## config.mk

```make
export PLATFORM = sky130hd
export DESIGN_NAME = tli4970_spi_poller
export DESIGN_NICKNAME = d
export VERILOG_FILES = /design/src/rtl/tli4970_pkg.sv /design/src/rtl/tli4970_spi_shifter.sv /design/src/rtl/tli4970_spi_poller.sv
export SDC_FILE = /design/constraint.sdc
export NUM_CORES = 1
export LEC_CHECK = 0
export ABC_AREA = 1
export CAP_MARGIN = 20
export CORE_MARGIN = 3
export CORE_UTILIZATION = 50
export CTS_CLUSTER_DIAMETER = 60
export DETAILED_ROUTE_END_ITERATION = 8
export PLACE_DENSITY_LB_ADDON = 0.05
export SLEW_MARGIN = 25
export SYNTH_ARGS = -nofsm -noshare
export SYNTH_HDL_FRONTEND = slang
export SYNTH_SLANG_ARGS = --single-unit
```

## constraint.sdc

```tcl
create_clock -name clk -period 2.1 [get_ports clk]
set_input_delay 0.42 -clock clk [delete_from_list [all_inputs] [get_ports clk]]
set_output_delay 0.42 -clock clk [all_outputs]
set_load 0.05 [all_outputs]
```

## src/rtl/tli4970_pkg.sv

```systemverilog
// Shared definitions for the TLI4970 SPI poller: FSM states, Avalon register
// offsets, frame field positions and current-code decode helpers.
package tli4970_pkg;

   typedef enum logic [2:0] {
      ST_IDLE,
      ST_SELECT,
      ST_SHIFT,
      ST_HOLD,
      ST_CAPTURE,
      ST_GAP
   } state_t;

   // Avalon-MM word offsets
   localparam logic [3:0] REG_CTRL      = 4'd0;
   localparam logic [3:0] REG_STATUS    = 4'd1;
   localparam logic [3:0] REG_FRAME_CNT = 4'd2;
   localparam logic [3:0] REG_CURRENT0  = 4'd4;

   // Sensor frame layout
   localparam int FRAME_TYPE_BIT   = 15;
   localparam int FRAME_PARITY_BIT = 14;
   localparam int FRAME_RSVD_BIT   = 13;
   localparam int CODE_MSB         = 12;

   // Zero current sits at mid-scale of the 13-bit code
   localparam int CODE_OFFSET = 4096;

   // Signed current from the raw 13-bit code, two's complement in 32 bits
   function automatic logic [31:0] code_to_current(input logic [CODE_MSB:0] code);
      return 32'(code) - 32'(CODE_OFFSET);
   endfunction

   // Even parity over the whole frame: total number of ones must be even
   function automatic logic parity_ok(input logic [15:0] frame);
      return ~(^frame);
   endfunction

endpackage

```

## src/rtl/tli4970_spi_shifter.sv

```systemverilog
// SCK generator and 16-bit MSB-first receive shift register.
// Each bit is CLK_DIV cycles low then CLK_DIV cycles high; MISO is sampled
// on every falling edge, so a frame is exactly 16 rising and 16 falling edges.
module tli4970_spi_shifter #(
   parameter int CLK_DIV = 25
) (
   input  logic        clk,
   input  logic        reset_n,
   input  logic        start,
   input  logic        miso,
   output logic        sck,
   output logic        done,
   output logic [15:0] frame
);

   localparam int DIV_W = $clog2(CLK_DIV);

   logic             busy_reg;
   logic             sck_reg;
   logic             done_reg;
   logic [DIV_W-1:0] div_cnt_reg;
   logic [3:0]       bit_cnt_reg;
   logic [15:0]      shift_reg;
   logic             half_end;

   assign half_end = (div_cnt_reg == DIV_W'(CLK_DIV - 1));

   // Half-period divider, SCK toggle, bit counter and shift register
   always_ff @(posedge clk or negedge reset_n) begin
      if (!reset_n) begin
         busy_reg    <= 1'b0;
         sck_reg     <= 1'b0;
         done_reg    <= 1'b0;
         div_cnt_reg <= '0;
         bit_cnt_reg <= '0;
         shift_reg   <= '0;
      end else begin
         done_reg <= 1'b0;
         if (start && !busy_reg) begin
            busy_reg    <= 1'b1;
            sck_reg     <= 1'b0;
            div_cnt_reg <= '0;
            bit_cnt_reg <= '0;
         end else if (busy_reg) begin
            if (half_end) begin
               div_cnt_reg <= '0;
               if (!sck_reg) begin
                  sck_reg <= 1'b1;
               end else begin
                  sck_reg   <= 1'b0;
                  shift_reg <= {shift_reg[14:0], miso};
                  if (bit_cnt_reg == 4'd15) begin
                     busy_reg <= 1'b0;
                     done_reg <= 1'b1;
                  end else begin
                     bit_cnt_reg <= bit_cnt_reg + 4'd1;
                  end
               end
            end else begin
               div_cnt_reg <= div_cnt_reg + 1'b1;
            end
         end
      end
   end

   assign sck   = sck_reg;
   assign done  = done_reg;
   assign frame = shift_reg;

endmodule

```

## src/rtl/tli4970_spi_poller.sv

```systemverilog
// Round-robin SPI poller for NUM_SENSORS TLI4970 current sensors with an
// Avalon-MM register file (CTRL, STATUS, FRAME_CNT, CURRENT[i]).
// Optional feature macro: TLI4970_PARITY_CHECK_EN -- when defined, type-0
// frames with bad parity set STATUS[idx] and are discarded; when undefined
// the parity bit is ignored and STATUS[7:0] always reads 0.
module tli4970_spi_poller
   import tli4970_pkg::*;
#(
   parameter int NUM_SENSORS  = 2,
   parameter int CLK_DIV      = 25,
   parameter int SETUP_CYCLES = 10,
   parameter int GAP_CYCLES   = 50
) (
   input  logic                   clk,
   input  logic                   reset_n,
   input  logic [3:0]             avs_address,
   input  logic                   avs_read,
   output logic [31:0]            avs_readdata,
   input  logic                   avs_write,
   input  logic [31:0]            avs_writedata,
   input  logic                   miso,
   output logic                   sck,
   output logic [NUM_SENSORS-1:0] ss_n_o
);

   localparam int IDX_W   = (NUM_SENSORS > 1) ? $clog2(NUM_SENSORS) : 1;
   localparam int CNT_MAX = (GAP_CYCLES > SETUP_CYCLES) ? GAP_CYCLES : SETUP_CYCLES;
   localparam int CNT_W   = $clog2(CNT_MAX + 1);

   state_t                        state_reg, state_next;
   logic [IDX_W-1:0]              idx_reg;
   logic [CNT_W-1:0]              cnt_reg;
   logic                          cnt_done;
   logic                          frame_active, sh_start, capture_en;
   logic                          sh_done;
   logic [15:0]                   sh_frame;
   logic                          ctrl_en_reg;
   logic [NUM_SENSORS-1:0]        err_reg, seen_reg;
   logic [31:0]                   frame_cnt_reg;
   logic [NUM_SENSORS-1:0][31:0]  current_all;
   logic [NUM_SENSORS-1:0]        idx_onehot, w1c_err, w1c_seen;
   logic                          parity_good, is_status, sts_wr;
   logic                          take_status, take_current, take_error;
   logic [31:0]                   rd_mux;
   logic                          unused_bits;

   tli4970_spi_shifter #(
      .CLK_DIV (CLK_DIV)
   ) u_shifter (
      .clk     (clk),
      .reset_n (reset_n),
      .start   (sh_start),
      .miso    (miso),
      .sck     (sck),
      .done    (sh_done),
      .frame   (sh_frame)
   );

   // Wait-counter terminal count for the timed states
   always_comb begin
      cnt_done = 1'b0;
      case (state_reg)
         ST_SELECT, ST_HOLD: cnt_done = (cnt_reg == CNT_W'(SETUP_CYCLES - 1));
         ST_GAP:             cnt_done = (cnt_reg == CNT_W'(GAP_CYCLES - 1));
         default:            cnt_done = 1'b0;
      endcase
   end

   // State register, per-state wait counter and sensor index
   always_ff @(posedge clk or negedge reset_n) begin
      if (!reset_n) begin
         state_reg <= ST_IDLE;
         cnt_reg   <= '0;
         idx_reg   <= '0;
      end else begin
         state_reg <= state_next;
         cnt_reg   <= (state_next != state_reg) ? '0 : cnt_reg + 1'b1;
         if (state_reg == ST_GAP && state_next != ST_GAP)
            idx_reg <= (idx_reg == IDX_W'(NUM_SENSORS - 1)) ? '0 : idx_reg + 1'b1;
      end
   end

   // Next state; enable is only looked at in IDLE and at the end of GAP so a
   // frame in flight always runs to completion
   always_comb begin
      state_next = state_reg;
      case (state_reg)
         ST_IDLE:    if (ctrl_en_reg) state_next = ST_SELECT;
         ST_SELECT:  if (cnt_done)    state_next = ST_SHIFT;
         ST_SHIFT:   if (sh_done)     state_next = ST_HOLD;
         ST_HOLD:    if (cnt_done)    state_next = ST_CAPTURE;
         ST_CAPTURE:                  state_next = ST_GAP;
         ST_GAP:     if (cnt_done)    state_next = ctrl_en_reg ? ST_SELECT : ST_IDLE;
         default:                     state_next = ST_IDLE;
      endcase
   end

   // FSM outputs: select window, shifter kick-off, capture strobe
   always_comb begin
      frame_active = 1'b0;
      sh_start     = 1'b0;
      capture_en   = 1'b0;
      case (state_reg)
         ST_SELECT: begin
            frame_active = 1'b1;
            sh_start     = cnt_done;
         end
         ST_SHIFT, ST_HOLD: frame_active = 1'b1;
         ST_CAPTURE:        capture_en   = 1'b1;
         default: ;
      endcase
   end

`ifdef TLI4970_PARITY_CHECK_EN
   assign parity_good = parity_ok(sh_frame);
`else
   assign parity_good = 1'b1;
`endif

   assign is_status    = sh_frame[FRAME_TYPE_BIT];
   assign take_status  = capture_en && is_status;
   assign take_current = capture_en && !is_status && parity_good;
   assign take_error   = capture_en && !is_status && !parity_good;
   assign idx_onehot   = NUM_SENSORS'(1) << idx_reg;

   assign sts_wr   = avs_write && (avs_address == REG_STATUS);
   assign w1c_err  = sts_wr ? avs_writedata[NUM_SENSORS-1:0] : '0;
   assign w1c_seen = sts_wr ? avs_writedata[8 +: NUM_SENSORS] : '0;

   // Reserved frame bit and high write-data bits carry no function
   assign unused_bits = ^{avs_writedata, sh_frame};

   // CTRL, sticky STATUS (a new event wins over a same-cycle clear), FRAME_CNT
   always_ff @(posedge clk or negedge reset_n) begin
      if (!reset_n) begin
         ctrl_en_reg   <= 1'b0;
         err_reg       <= '0;
         seen_reg      <= '0;
         frame_cnt_reg <= '0;
      end else begin
         if (avs_write && avs_address == REG_CTRL)
            ctrl_en_reg <= avs_writedata[0];
         err_reg  <= (err_reg  & ~w1c_err)  | (take_error  ? idx_onehot : '0);
         seen_reg <= (seen_reg & ~w1c_seen) | (take_status ? idx_onehot : '0);
         if (take_status || take_current)
            frame_cnt_reg <= frame_cnt_reg + 32'd1;
      end
   end

   for (genvar gi = 0; gi < NUM_SENSORS; gi++) begin : g_sensor
      logic [31:0] current_reg;

      // Latest decoded current for this sensor
      always_ff @(posedge clk or negedge reset_n) begin
         if (!reset_n)
            current_reg <= '0;
         else if (take_current && idx_reg == IDX_W'(gi))
            current_reg <= code_to_current(sh_frame[CODE_MSB:0]);
      end

      assign current_all[gi] = current_reg;
      assign ss_n_o[gi]      = !(frame_active && idx_reg == IDX_W'(gi));
   end

   // Read decode; unused addresses return 0
   always_comb begin
      rd_mux = '0;
      case (avs_address)
         REG_CTRL:      rd_mux[0] = ctrl_en_reg;
         REG_STATUS: begin
            rd_mux[NUM_SENSORS-1:0]  = err_reg;
            rd_mux[8 +: NUM_SENSORS] = seen_reg;
         end
         REG_FRAME_CNT: rd_mux = frame_cnt_reg;
         default: begin
            for (int i = 0; i < NUM_SENSORS; i++)
               if (avs_address == 4'(REG_CURRENT0 + i))
                  rd_mux = current_all[i];
         end
      endcase
   end

   // Registered read data, so a read during CAPTURE sees the old value
   always_ff @(posedge clk or negedge reset_n) begin
      if (!reset_n)
         avs_readdata <= '0;
      else
         avs_readdata <= avs_read ? rd_mux : 32'd0;
   end

endmodule

```

Yosys cells after proc, flatten, opt, wreduce, memory -nomap -nowiden
Index checks and enable logic that the tools add are counted.
- add/sub/neg operators: 6
- equality and inequality tests: 16
- shift operators: 1
- multiplexer cells: 46
- bitwise gates (word level): 7
- reductions and logical operators: 26
- operators with widths (operator ; count):
    two-way mux 32 bit ; 3
    one-hot mux 22 bit (2 select lines) ; 1
    adder 32 x 1 -> 32 bit (second input constant) ; 1
    two-way mux 4 bit ; 5
    two-way mux 1 bit ; 19
    one-hot mux 3 bit (6 select lines) ; 1
    two-way mux 3 bit ; 5
    two-way mux 5 bit ; 3
    subtractor 13 x 13 -> 14 bit (second input constant) ; 1
    one-hot mux 6 bit (2 select lines) ; 1
    logical AND 1 bit ; 10
    equality test 4 x 3 -> 1 bit (second input constant) ; 2
    AND reduction 4 bit ; 2
    adder 6 x 1 -> 6 bit (second input constant) ; 1
    equality test 3 x 2 -> 1 bit (second input constant) ; 2
    equality test 3 bit (second input constant) ; 2
    equality test 6 x 4 -> 1 bit (second input constant) ; 1
    equality test 6 bit (second input constant) ; 1
    two-way mux 2 bit ; 3
    two-way mux 6 bit ; 1
    one-hot mux 1 bit (3 select lines) ; 2
    one-hot mux 2 bit (3 select lines) ; 1
    nonzero test 2 bit ; 3
    adder 5 x 1 -> 5 bit (second input constant) ; 1
    23 further kinds ; 30
- register bits after elaboration: 171
- input bits: 41
- output and inout bits: 35
- word-level logic and storage cells: 118

Longest topological paths before layout
Gate-level depths: netlist of run 1.
- depth after elaboration: 7
- gate-level depth with buffers: 12
- mapped depth without buffers: 12

Modules after synthesis
A second synthesis of run 1 with hierarchy kept.
- cell total of the unflattened synthesis: 715
- area, all modules: 6287.3 um^2
- modules (own cells, without submodules) (module ; instances ; cells each ; area each (um^2) ; sequential area each (um^2)):
    tli4970_spi_poller ; 1 ; 573 ; 5031.1 ; 2627.5
    tli4970_spi_shifter ; 1 ; 142 ; 1256.2 ; 700.7

Worst setup path after synthesis of run 1
Ideal clock, no wire load.
- kind: register to register
- start: register u_shifter.div_cnt_reg[0]
- end: register u_shifter.bit_cnt_reg[3]
- arrival time: 1.452 ns
- required time: 1.976 ns
- path slack: 0.524 ns
- stages on the path, launching flop included: 12
- cells stage by stage: dfrtp_1 > inv_1 > ha_1 > nand4_1 > inv_2 > nand3_2 > inv_2 > nand2_1 > inv_2 > nand2_1 > xor2_1 > nor2_1
- word-level cells in the longest chain between the ends: 3
- RTL lines (what ; RTL line ; text):
    from (decl) ; tli4970_spi_shifter.sv:21 ; logic [DIV_W-1:0] div_cnt_reg;
    from (signal assigned) ; tli4970_spi_shifter.sv:60 ; div_cnt_reg <= div_cnt_reg + 1'b1;
    equality test 5 bit ; tli4970_spi_shifter.sv:26 ; assign half_end = (div_cnt_reg == DIV_W'(CLK_DIV - 1));
    nonzero test 2 bit (no line) ; - ;
    AND reduction 4 bit (no line) ; - ;
    to (signal assigned) ; tli4970_spi_shifter.sv:56 ; bit_cnt_reg <= bit_cnt_reg + 4'd1;
    to (decl) ; tli4970_spi_shifter.sv:22 ; logic [3:0] bit_cnt_reg;
Every way passes these cells.
A chain may end at the register's enable or synchronous reset.

Final worst setup path of run 1
- start: register u_shifter.sck_reg (netlist: u_shifter.sck)
- end: output sck
- RTL lines (what ; RTL line ; text):
    from (decl) ; tli4970_spi_shifter.sv:19 ; logic sck_reg;
    from (signal assigned) ; tli4970_spi_shifter.sv:32 ; sck_reg <= 1'b0;
    from (signal assigned) ; tli4970_spi_shifter.sv:41 ; sck_reg <= 1'b0;
    from (signal assigned) ; tli4970_spi_shifter.sv:48 ; sck_reg <= 1'b1;
    to (decl) ; tli4970_spi_poller.sv:22 ; output logic sck,
No word-level cell between the ends.

==> results.json, run 1 <==
{
  "grt_pass1_wl_um": 22300,
  "r2r_slack_ns": 0.36,
  "clk_path_buf_depth": 2,
  "synth_xor_area_frac": 0.0530,
  "die_x_um": 117,
  "synth-compound-area-share": 0.103,
  "holdPathEnd": "err_reg[1]",
  "synth_edf_count": 0,
  "first_pass_iters": 5,
  "power_leakage_nw": 3.50,
  "core_area_sq_um": 11700,
  "grt_pass1_vias": 4773,
  "initial_core_util": 0.524,
  "synth_top_family_by_area": "simple AND/OR/NAND/NOR gates",
  "pin_count": 76,
  "postLayoutSetupSlackWorst_ns": 0.0710,
  "worstPathMaxFanout": 3,
  "grt_overflow": 0,
  "timing.fmax_ghz": 0.493,
  "syn2layout_area_growth_pct": 21.3,
  "fin_skew_ns": 0.00586,
  "cp_num_buf_inv": 1,
  "ys_seq_area_frac": 0.544,
  "worstMarginPinSlew_ns": 0.508,
  "cap_viol_max_count": 0,
  "yosysUniqueCellTypes": 36,
  "numCtsBuffers": 17,
  "r2r_cells": 9,
  "rr_endpoint": "frame_cnt_reg[25]",
  "rr_startpoint": "state_reg[1]",
  "yosys.area_share.simple": 0.214,
  "required_ns": 1.68,
  "synthesis.area_sq_um": 6110,
  "synthArstFlopShare": 1.00,
  "irDropWorstVdd_mv": 0.658,
  "place_hpwl_um": 9220,
  "slew_violations": 0,
  "fin_nets": 801,
  "ys_warn_count": 0,
  "crit_family": "buffers and inverters",
  "outcome": "finished, final reports clean",
  "synth_cells": 692,
  "cp-start-kind": "flop",
  "cts_setup_buffers": 0,
  "synth_largest_area_cell": "dfrtp_1",
  "fin_tns_setup_ns": 0,
  "hold_class": "reg -> reg",
  "clk_pin_slew_ns": 0.05,
  "critical_path.max_stage_delay_ns": 0.82,
  "vias": 4750,
  "synthAdderAreaFrac": 0.0123,
  "htree_levels": 4,
  "ys_ff_latch": 133,
  "fin_crit_sh": 0.966,
  "grt_antenna_before_repair": 0,
  "synth_area_leaders": "dfrtp_1 (54%), nand2_1 (9.0%), o21ai_0 (5.2%)",
  "min_from": "err_reg[1]",
  "power-per-cell-area_nw_per_um2": 896,
  "dpl_worst_slack_ns": -0.0277,
  "cts_tree": "done",
  "clk_latency_ns": 0.42,
  "synth_mux_area_frac": 0,
  "finalSetupViolations": 0,
  "criticalPathCategory": "reg -> out",
  "grtUsageTotal": 0.213,
  "vias_per_cell": 5.23,
  "crit_path_top_delay_cell": "clkdlybuf4s50_1",
  "drive_above_1_share": 0.0993,
  "synth_flop_cell": "dfrtp_1",
  "drc": 0,
  "die_h_um": 117,
  "grt_max_degree": 46,
  "holdPathStages": 2,
  "clock_sinks": 133,
  "syn_nets": 739,
  "drt_wl_total_um": 13000,
  "worstPathCellList": "clkdlybuf4s50_1",
  "synth_top_area_share": 0.544,
  "cp_data_arrival_time_ns": 1.61,
  "port_buffers": 47,
  "avgSynthCellArea_sq_um": 8.84,
  "ant_nets": 0,
  "fin_crit_ns": 2.03,
  "fp-row-count": 39,
  "slew_headroom": 0.660,
  "drt_iter0_markers": 327,
  "dieArea_sq_um": 13600,
  "wire_per_inst_um": 14.4,
  "gp_congestion": 0.845,
  "rsz0062_at_grt": "no",
  "cp-end-kind": "output port",
  "root_buffer": "clkbuf_16",
  "finalHoldViolCount": 0,
  "antennaDiodeCount": 0
}
-- tightest hold or removal path: stages (launching register included) --
cell     delay, ns
dfrtp_1       0.34
nand2_1       0.05
inv_1         0.04
-- what timing repair did --
| action | in CTS | in global routing |
|---|---|---|
| hold endpoints to repair | 27 | 0 |
| endpoints found under the setup margin | 0 | 2 |
| hold buffers | 1 | 0 |
| gates resized for setup | 0 | 1 |
-- worst max-delay path by stage --
stage	start	to	slack (ns)	cells past startpoint
5_1_grt	u_shifter.sck	sck	0.003	1
3_3_place_gp	avs_address[1]	avs_readdata[12]	-0.0004	9
6_report	u_shifter.sck	sck	0.07	1
3_5_place_dp	avs_address[1]	avs_readdata[28]	-0.03	9
4_1_cts	u_shifter.sck	sck	0.04	1
2_1_floorplan	u_shifter.div_cnt_reg[0]	u_shifter.bit_cnt_reg[3]	0.52	11
-- report_power, final --
part	switching [mW]	total, mW	internal (mW)
clock network	1.01	2.87	1.86
logic	0.590	0.897	0.307
registers	0.146	2.88	2.73
total	1.75	6.64	4.89
-- routing by layer --
layer,up-vias,part of all wire,track usage
li1,2368,-,-
met1,2272,0.45,0.271
met2,92,0.50,0.351
met3,18,0.035,0.0580
met4,0,0.015,0.0757
met5,-,0,0
-- per-stage QoR --
step / cell area, sq um / power [mW] / hold WS (ns) / cells / util
3_3_place_gp: 6840 / 3.77 / 0.389 / 877 / 0.586
3_5_place_dp: 6840 / 3.82 / 0.389 / 877 / 0.586
5_1_grt: 7420 / 6.96 / 0.499 / 908 / 0.636
6_report: 7420 / 6.64 / 0.465 / 908 / 0.636
4_1_cts: 7420 / 6.71 / 0.470 / 908 / 0.636
2_1_floorplan: 6110 / 3.52 / 0.124 / 692 / -
-- cells in the mapped netlist (3+ instances only) --
cell type and instances:
o21ai_0 63, xnor2_1 7, buf_2 4, ha_1 6, clkbuf_1 18, dfrtp_1 133
o22ai_1 3, nor3_1 10, nand2_1 146, a21oi_1 29, inv_2 9, nand3_1 26
nor2_1 54, nand4_1 30, o21ai_1 3, inv_1 83, nor2_2 5, xor2_1 30
a32o_1 8, nand3_2 4
-- cell usage in the layout (no fill, tap or decap), drive strengths merged --
cell / n
nor2: 62
dlygate4sd3: 1
or2: 1
clkdlybuf4s50: 44
a21oi: 30
nand3: 30
buf: 23
nand4: 31
nand3b: 2
nor3: 11
a311oi: 1
dfrtp: 133
xnor2: 7
a31oi: 2
o311ai: 1
nand2: 149
a211oi: 1
ha: 6
o221ai: 1
clkinv: 2
a32o: 8
xor2: 30
bufinv: 2
clkbuf: 26
o22ai: 3
inv: 92
o21ai: 66
-- cell type report --
| class | count | area, sq um |
|---|---|---|
| fillers | 1006 | 4240 |
| flip-flops and latches | 133 | 3330 |
| multi-input cells | 442 | 2330 |
| repair buffers | 68 | 661 |
| clock buffers | 26 | 499 |
| inverters | 92 | 345 |
| well taps | 143 | 179 |
| clock inverters | 4 | 70.1 |
-- kinds of logic (layout without fill, tap and decap cells) --
group,Yosys count,after routing
fa+ha+maj,6,6
compound gates,113,113
flops,133,133
xor+xnor,37,37
simple gates,286,286
buf+inv,117,190
Power figures use the tool's default switching activity.
==> run 2, diff against run 1 <==
Settings changed: CAP_MARGIN 20 to unset, GPL_TIMING_DRIVEN set to 0.
Clock period 2.1 ns to 2.25 ns, I/O delays scaled along.
==> run 2 against run 1 <==
- final cell count up 0.77%
- design area fell by 0.98%
- clock power is 10% lower
- setup slack improved by 0.11 ns
- sequential share of layout area grew 0.43 points
- wire length grew 1.2%
- power shrank 8.2%
- non-clock buffer count is 5 higher
==> results.json, run 2 (synthesis results as in run 1) <==
{
  "finalSetupViolations": 0,
  "numCtsBuffers": 17,
  "irDropWorstVdd_mv": 0.521,
  "syn2layout_area_growth_pct": 20.1,
  "r2r_cells": 11,
  "fin_crit_sh": 0.920,
  "rr_endpoint": "u_shifter.bit_cnt_reg[3]",
  "slew_headroom": 0.555,
  "cp_num_buf_inv": 1,
  "fp-row-count": 39,
  "grt_antenna_before_repair": 0,
  "crit_family": "buffers and inverters",
  "pin_count": 76,
  "grt_max_degree": 77,
  "required_ns": 1.80,
  "worstMarginPinSlew_ns": 0.663,
  "rsz0062_at_grt": "no",
  "place_hpwl_um": 9530,
  "ant_nets": 0,
  "grt_pass1_vias": 4753,
  "power_leakage_nw": 3.43,
  "r2r_slack_ns": 0.42,
  "crit_path_top_delay_cell": "clkdlybuf4s50_1",
  "clk_latency_ns": 0.42,
  "vias_per_cell": 5.30,
  "antennaDiodeCount": 0,
  "outcome": "finished, final reports clean",
  "finalHoldViolCount": 0,
  "timing.fmax_ghz": 0.483,
  "criticalPathCategory": "reg -> out",
  "vias": 4852,
  "holdPathStages": 3,
  "fin_tns_setup_ns": 0,
  "slew_violations": 0,
  "power-per-cell-area_nw_per_um2": 830,
  "core_area_sq_um": 11700,
  "gp_congestion": 0.843,
  "die_x_um": 117,
  "cp-start-kind": "flop",
  "drt_wl_total_um": 13200,
  "fin_nets": 806,
  "htree_levels": 4,
  "cp_data_arrival_time_ns": 1.62,
  "grt_pass1_wl_um": 22300,
  "port_buffers": 46,
  "cap_viol_max_count": 0,
  "drive_above_1_share": 0.0894,
  "worstPathCellList": "clkdlybuf4s50_1",
  "grt_overflow": 0,
  "clk_pin_slew_ns": 0.06,
  "min_from": "avs_address[1]",
  "final_cell_mix": "nand2_1 (146), dfrtp_1 (133), inv_1 (83), o21ai_0 (63), nor2_1 (54)",
  "holdPathEnd": "avs_readdata[9]",
  "final_core_util": 0.630,
  "worstPathMaxFanout": 3,
  "dieArea_sq_um": 13600,
  "wire_per_inst_um": 14.4,
  "fin_crit_ns": 2.07,
  "first_pass_iters": 5,
  "drt_iter0_markers": 320,
  "cp-end-kind": "output port",
  "fin_skew_ns": 0.00648,
  "root_buffer": "clkbuf_16",
  "die_h_um": 117,
  "cts_tree": "done",
  "drc": 0,
  "initial_core_util": 0.524,
  "rr_startpoint": "u_shifter.div_cnt_reg[0]",
  "grtUsageTotal": 0.211,
  "hold_class": "in -> reg",
  "clock_sinks": 133,
  "clk_path_buf_depth": 2,
  "critical_path.max_stage_delay_ns": 0.82,
  "layout_commonest_cell": "nand2_1"
}
run 2: what timing repair did:
item                                    CTS  global route
hold buffers                              1             0
resized for setup                         2             4
endpoints found under the setup margin    2             2
buffers inserted                          0             0
endpoints found under the hold margin    57             0
run 2: report_power, final:
group / switching [mW] / internal [mW] / total (mW)
clock: 1.06 / 1.52 / 2.58
combinational: 0.580 / 0.279 / 0.859
sequential: 0.113 / 2.55 / 2.66
run 2: cell type report:
class / count / area [sq um]
plain buffers: 25 / 106
clock buffers: 17 / 425
well taps: 143 / 179
clock inverters: 15 / 134
repair buffers: 48 / 493
inverters: 92 / 345
fillers: 1026 / 4320
flip-flops and latches: 133 / 3330
multi-input cells: 442 / 2330
run 2: per-stage QoR:
step / hold WS (ns) / std cells / worst slack [ns] / cell area [sq um] / power [mW]
final: 0.398 / 915 / 0.181 / 7350 / 6.10
after global routing: 0.424 / 915 / 0.0398 / 7350 / 6.41
after detailed placement: 0.406 / 882 / -0.168 / 6790 / 3.57
after floorplan: 0.154 / 692 / 0.674 / 6110 / 3.28
after global placement: 0.452 / 881 / -4.44 / 6750 / 3.53
after CTS: 0.383 / 915 / 0.0148 / 7350 / 6.16
run 2: worst max-delay path by stage:
stage | start | endpoint | cells after the start
after floorplan | u_shifter.div_cnt_reg[0] | u_shifter.bit_cnt_reg[3] | 11
final | u_shifter.sck | sck | 1
after global routing | avs_address[0] | avs_readdata[12] | 7
after detailed placement | avs_address[0] | avs_readdata[13] | 7
after global placement | reset_n | u_shifter.frame[11] | 1
after CTS | state_reg[0] | ss_n_o[0] | 5
run 2: layer usage:
layer | vias to the layer above | global-route usage | wire length, um
met4 | 0 | 0.0742 | 184
met2 | 92 | 0.354 | 6450
li1 | 2392 | - | -
met1 | 2352 | 0.269 | 6020
met5 | - | 0 | 0
met3 | 16 | 0.0513 | 544
==> run 3, diff against run 2 <==
Settings changed: HOLD_SLACK_MARGIN set to 0.06.
==> results of run 3 <==
The final DEF is identical to that of run 2; final timing and power are the same.
